$ cat config.mk
export PLATFORM = sky130hd
export DESIGN_NAME = traffic_fsm
export DESIGN_NICKNAME = d
export VERILOG_FILES = /design/src/rtl/traffic_pkg.sv /design/src/rtl/traffic_fsm_tick_timer.sv /design/src/rtl/traffic_fsm.sv
export SDC_FILE = /design/constraint.sdc
export NUM_CORES = 1
export LEC_CHECK = 0
export CORE_AREA = 2 2 52 42
export DETAILED_ROUTE_END_ITERATION = 10
export DIE_AREA = 0 0 54 44
export SYNTH_ARGS = -nofsm -noshare
export SYNTH_HDL_FRONTEND = slang
export SYNTH_SLANG_ARGS = --single-unit
$ cat constraint.sdc
create_clock -name clock -period 2.55 [get_ports clock]
set_clock_uncertainty 0.1 [all_clocks]
set_input_delay 0.51 -clock clock [delete_from_list [all_inputs] [get_ports clock]]
set_output_delay 0.51 -clock clock [all_outputs]
set_load 0.05 [all_outputs]
$ cat src/rtl/traffic_pkg.sv
// Shared definitions for the two-road traffic controller:
// state codes, lamp encodings and the lamp decode used by the FSM output stage.
package traffic_pkg;

    localparam logic [2:0] MG  = 3'd0;
    localparam logic [2:0] MY  = 3'd1;
    localparam logic [2:0] AR1 = 3'd2;
    localparam logic [2:0] SG  = 3'd3;
    localparam logic [2:0] SY  = 3'd4;
    localparam logic [2:0] AR2 = 3'd5;
    localparam logic [2:0] EM  = 3'd6;

    // Lamp triplets are {red, yellow, green}.
    localparam logic [2:0] RED = 3'b100;
    localparam logic [2:0] YEL = 3'b010;
    localparam logic [2:0] GRN = 3'b001;

    typedef struct packed {
        logic [2:0] main_lamp;
        logic [2:0] side_lamp;
    } lights_t;

    function automatic lights_t light_decode(input logic [2:0] st);
        lights_t l;
        l.main_lamp = RED;
        l.side_lamp = RED;
        case (st)
            MG: l.main_lamp = GRN;
            MY: l.main_lamp = YEL;
            SG: l.side_lamp = GRN;
            SY: l.side_lamp = YEL;
            default: ;
        endcase
        return l;
    endfunction

    function automatic int max4(input int a, input int b, input int c, input int d);
        int m;
        m = a;
        if (b > m) m = b;
        if (c > m) m = c;
        if (d > m) m = d;
        return m;
    endfunction

endpackage

$ cat src/rtl/traffic_fsm_tick_timer.sv
// Tick-counting phase timer. Counts tick strobes up to limit-1 and saturates there;
// done fires on the tick that completes the phase.
module tick_timer #(
    parameter int TW = 3
) (
    input  logic          clock,
    input  logic          reset,
    input  logic          clear,
    input  logic          tick,
    input  logic [TW-1:0] limit,
    output logic          done
);

    logic [TW-1:0] count_q;
    logic [TW-1:0] count_d;
    logic          at_limit;

    assign at_limit = (count_q == (limit - TW'(1)));
    assign done     = tick & at_limit;

    // Clear dominates, so a tick landing on a state change is never counted.
    always_comb begin
        count_d = count_q;
        if (clear) begin
            count_d = '0;
        end else if (tick && !at_limit) begin
            count_d = count_q + TW'(1);
        end
    end

    always_ff @(posedge clock or posedge reset) begin
        if (reset) begin
            count_q <= '0;
        end else begin
            count_q <= count_d;
        end
    end

endmodule

$ cat src/rtl/traffic_fsm.sv
// Two-road traffic-light controller: main road green by default, side road served
// with a green/yellow/all-red cycle after a latched request and main minimum green.
module traffic_fsm
    import traffic_pkg::*;
#(
    parameter int MIN_GREEN  = 4,
    parameter int YELLOW     = 2,
    parameter int CLEAR      = 1,
    parameter int SIDE_GREEN = 3
) (
    input  logic       clock,
    input  logic       reset,
    input  logic       req,
    input  logic       emerg,
    input  logic       tick,
    output logic [2:0] main_lt,
    output logic [2:0] side_lt,
    output logic [2:0] state_o,
    output logic       req_ack
);

    localparam int TW = $clog2(max4(MIN_GREEN, YELLOW, CLEAR, SIDE_GREEN)) + 1;

    logic [2:0]    state_q;
    logic [2:0]    state_d;
    logic          pending_q;
    logic          pending_d;
    logic          req_ack_q;
    logic          req_ack_d;
    logic [TW-1:0] limit;
    logic          timer_clear;
    logic          timer_done;
    lights_t       lights;

    // Phase length for the state currently held; EM has no duration of its own.
    always_comb begin
        limit = TW'(1);
        case (state_q)
            MG:       limit = TW'(MIN_GREEN);
            MY, SY:   limit = TW'(YELLOW);
            AR1, AR2: limit = TW'(CLEAR);
            SG:       limit = TW'(SIDE_GREEN);
            default:  limit = TW'(1);
        endcase
    end

    tick_timer #(
        .TW(TW)
    ) u_timer (
        .clock(clock),
        .reset(reset),
        .clear(timer_clear),
        .tick (tick),
        .limit(limit),
        .done (timer_done)
    );

    always_ff @(posedge clock or posedge reset) begin
        if (reset) begin
            state_q   <= MG;
            pending_q <= 1'b0;
            req_ack_q <= 1'b0;
        end else begin
            state_q   <= state_d;
            pending_q <= pending_d;
            req_ack_q <= req_ack_d;
        end
    end

    always_comb begin
        state_d = state_q;
        if (emerg) begin
            state_d = EM;
        end else begin
            case (state_q)
                MG:  if (timer_done && (pending_q || req)) state_d = MY;
                MY:  if (timer_done) state_d = AR1;
                AR1: if (timer_done) state_d = SG;
                SG:  if (timer_done) state_d = SY;
                SY:  if (timer_done) state_d = AR2;
                AR2: if (timer_done) state_d = MG;
                EM:  state_d = AR2;
                default: state_d = MG;
            endcase
        end
    end

    // Entering SG consumes the request; that clear beats a same-cycle req.
    always_comb begin
        timer_clear = (state_d != state_q);
        req_ack_d   = (state_d == SG) && (state_q != SG);
        pending_d   = pending_q;
        if (req_ack_d) begin
            pending_d = 1'b0;
        end else if (req) begin
            pending_d = 1'b1;
        end
    end

    always_comb begin
        lights  = light_decode(state_q);
        main_lt = lights.main_lamp;
        side_lt = lights.side_lamp;
        state_o = state_q;
        req_ack = req_ack_q;
    end

    // Conflicting greens/yellows across roads must never be shown.
    a_no_conflict: assert property (@(posedge clock) disable iff (reset)
        !((main_lt[1:0] != 2'b00) && (side_lt[1:0] != 2'b00)));

endmodule
==> run_results.csv <==
group,metric,value,unit
status,status,"completed",
timing,finalCriticalPeriod,2.447,ns
finish,fin_nets,87,
timing,setup_ws,0.1028,ns
timing,rsz0062_at_grt,"false",
setup_path,max_stage_delay,0.79,ns
setup_path,crit_slowest_cell,"clkdlybuf4s50_1",
yosys,syn_area,583.1,sq um
yosys,synth_area_per_cell,9.404,sq um
global_routing,grt_usage,13.73,%
global_routing,antenna_found_initial,0,
clocking,cts-buffers-inserted,3,
yosys,syn_inst,62,
yosys,synthArstFlopShare,100.0,%
setup_path,required,1.94,ns
setup_path,reg2reg_setup_slack,0.16,ns
timing,setup_viol,0,
timing,max_freq,408.6,MHz
timing,whs,0.3927,ns
global_routing,grt-ovfl-total,0,
finish,final_cell_count_no_fill,103,
setup_path,rr_worst_depth,8,
setup_path,cp-start-kind,"register",
finish,final_util,43.06,%
clocking,cts_resized,0,
pwr,power.density,1217,nW/um^2
yosys,synth.ff_latch_count,8,
clocking,htreeDepth,1,
job,cap_violations,0,
clocking,clockBufferDepth,2,
floorplan,chipWidth,54,um
setup_path,path_cells,"inv_1 > nand2_1 > clkdlybuf4s50_1",
setup_path,r2r-start,"state_o[1]",
yosys,netlist_top_cells_area,"dfrtp_1 (34%), xnor2_2 (5.6%), nor2_1 (5.2%)",
floorplan,io-pin-count,15,
yosys,seq_area_frac_synth,34.33,%
clocking,cts-root-buf,"clkbuf_4",
yosys,synthFlopType,"dfrtp_1",
yosys,yosysUniqueCellTypes,32,
drt,wl_met2,609,um
placement,place_inst,97,
pwr,peakVddDrop,0.4975,mV
setup_path,arrival,1.84,ns
floorplan,dieHeight,44,um
placement,pre_cts_slack,0.1735,ns
clocking,clock_sinks,8,
drt,detail-route-antenna-nets,0,
drt,drt-met1-wl,661,um
drt,drc,0,
setup_path,path_class,"reg -> out",
clocking,cts_tree,"done",
finish,num-fill-cells,193,
yosys,synth_commonest_cells,"dfrtp_1 (8), nor2_1 (8), inv_1 (4), nand2_1 (4)",
placement,place.gp.congestion,0.7508,
finish,fin_area,814.5,sq um
timing,maxSlewHeadroom,67.09,%
worst_hold_path,worst_hold_path_type,"in -> async",
drt,drt_iter0_markers,10,
placement,portBuffers,14,
finish,antenna_cells,0,
timing,finalHoldViolations,0,
finish,area_growth,39.70,%
pwr,leakagePower,0.0003325,uW
finish,drive_gt1_share,31.65,%
global_routing,grt_pass1_wl,2283,um
drt,top_layer_used,"met4",
drt,wl,1367,um
placement,dpl-instance-area,760.7,sq um
drt,vias_per_cell,5.136,
setup_path,crit_path_max_fanout,14,
clocking,clkTransAtPathRegs,0.06,ns
yosys,synth.top_cell.area_share,34.33,%
setup_path,r2r_end,"state_o[0]",
yosys,yosys_warnings,0,
drt,via_count,529,
placement,dp_hpwl,988.7,um
yosys,yosys.area.top_type,"dfrtp_1",
yosys,syn_nets,69,
timing,final.period_utilization,95.97,%
drt,met3_wirelength,87,um
setup_path,cp-end-kind,"primary output",
timing,timing.final.max_slew_violations,0,
floorplan,rows,14,
yosys,synth_edf_count,0,
floorplan,initial_core_util,30.82,%
clocking,clock_latency,0.26,ns
drt,wire_per_inst,13.27,um
global_routing,grt_max_degree,15,
timing,max_slew.worst_pin.slew,0.4921,ns
floorplan,core_area,1892,sq um
drt,firstDrtPassIters,4,
clocking,postCtsSetupBuffers,0,
clocking,cts_hold_buffers,0,
floorplan,dieArea,2376,sq um
global_routing,grt_pass1_vias,478,
## stage by stage
stage	setup TNS, ns	power (uW)
detailed placement	0	849.7
global placement	0	834.6
finish	0	990.9
global route	0	1061
CTS	0	964.7
floorplan	-0.4950	735.0
## per-layer routing
layer / vias up / track usage, %
met5: - / 0
li1: 263 / -
met4: 0 / 4.500
met3: 2 / 4.138
met1: 244 / 20.26
met2: 20 / 19.02
## cells by family (layout without fill, tap and decap cells)
logic type                 Yosys count  after routing  synth area share, %
xor gates and xnor gates             6              6                11.59
and+or+nand+nor                     24             24                24.25
muxes                                1              1                1.717
AOI/OAI and AO/OA                   14             14                17.81
adders and majority gates            2              2                4.291
buffers and inverters                7             24                6.006
DFF                                  8              8                34.33
## worst max-delay path, delay by kind of cell (launching register included)
kind                   cells  cell delay, ns
buffers and inverters      2            0.95
flip-flops                 1            0.54
AND/OR/NAND/NOR            1            0.09
## flip-flops by register name, indices dropped and copies added, names as in the netlist
name             cells
req_ack              1
u_timer.count_q      3
pending_q            1
state_o              3
## how the worst max path moves through the flow
stage               start  slack (ns)    endpoint  depth (start not counted)
3_3_place_gp   state_o[1]        0.19  state_o[0]                          8
6_report       state_o[1]        0.10  main_lt[2]                          3
5_1_grt        state_o[1]        0.01  main_lt[2]                          3
3_5_place_dp   state_o[2]        0.17  state_o[0]                          9
4_1_cts        state_o[2]        0.08  side_lt[1]                          3
2_1_floorplan  state_o[0]       -0.18  state_o[2]                          9
## cell type report
| type | instances | area (sq um) | share of cell area (%) |
|---|---|---|---|
| timing repair buffer | 16 | 157.7 | 19.35 |
| tap | 24 | 30.03 | 3.687 |
| inverter | 4 | 15.01 | 1.843 |
| sequential | 8 | 203.9 | 25.04 |
| clock buffer | 4 | 26.28 | 3.226 |
| multi-input combinational | 47 | 381.6 | 46.85 |
## cell usage in the layout (no fill, tap or decap), types with 2 or more instances in the layout
| cell type | instances |
|---|---|
| inv_1 | 3 |
| clkbuf_4 | 3 |
| and3_1 | 2 |
| xor2_2 | 2 |
| xnor2_1 | 2 |
| dfrtp_1 | 5 |
| a21oi_1 | 3 |
| nor2_1 | 8 |
| xnor2_2 | 2 |
| nand2_1 | 4 |
| nand3_1 | 2 |
| clkdlybuf4s50_1 | 10 |
| nor3_1 | 2 |
| dfrtp_2 | 3 |
| nor3_4 | 2 |
| buf_4 | 5 |
## where the power goes
group	leakage [uW]	internal, uW	switching [uW]
clock	0.0000150	60.1	47.1
combinational	0.000223	261	395
sequential	0.0000948	158	69.9
Power figures use the tool's default switching activity.
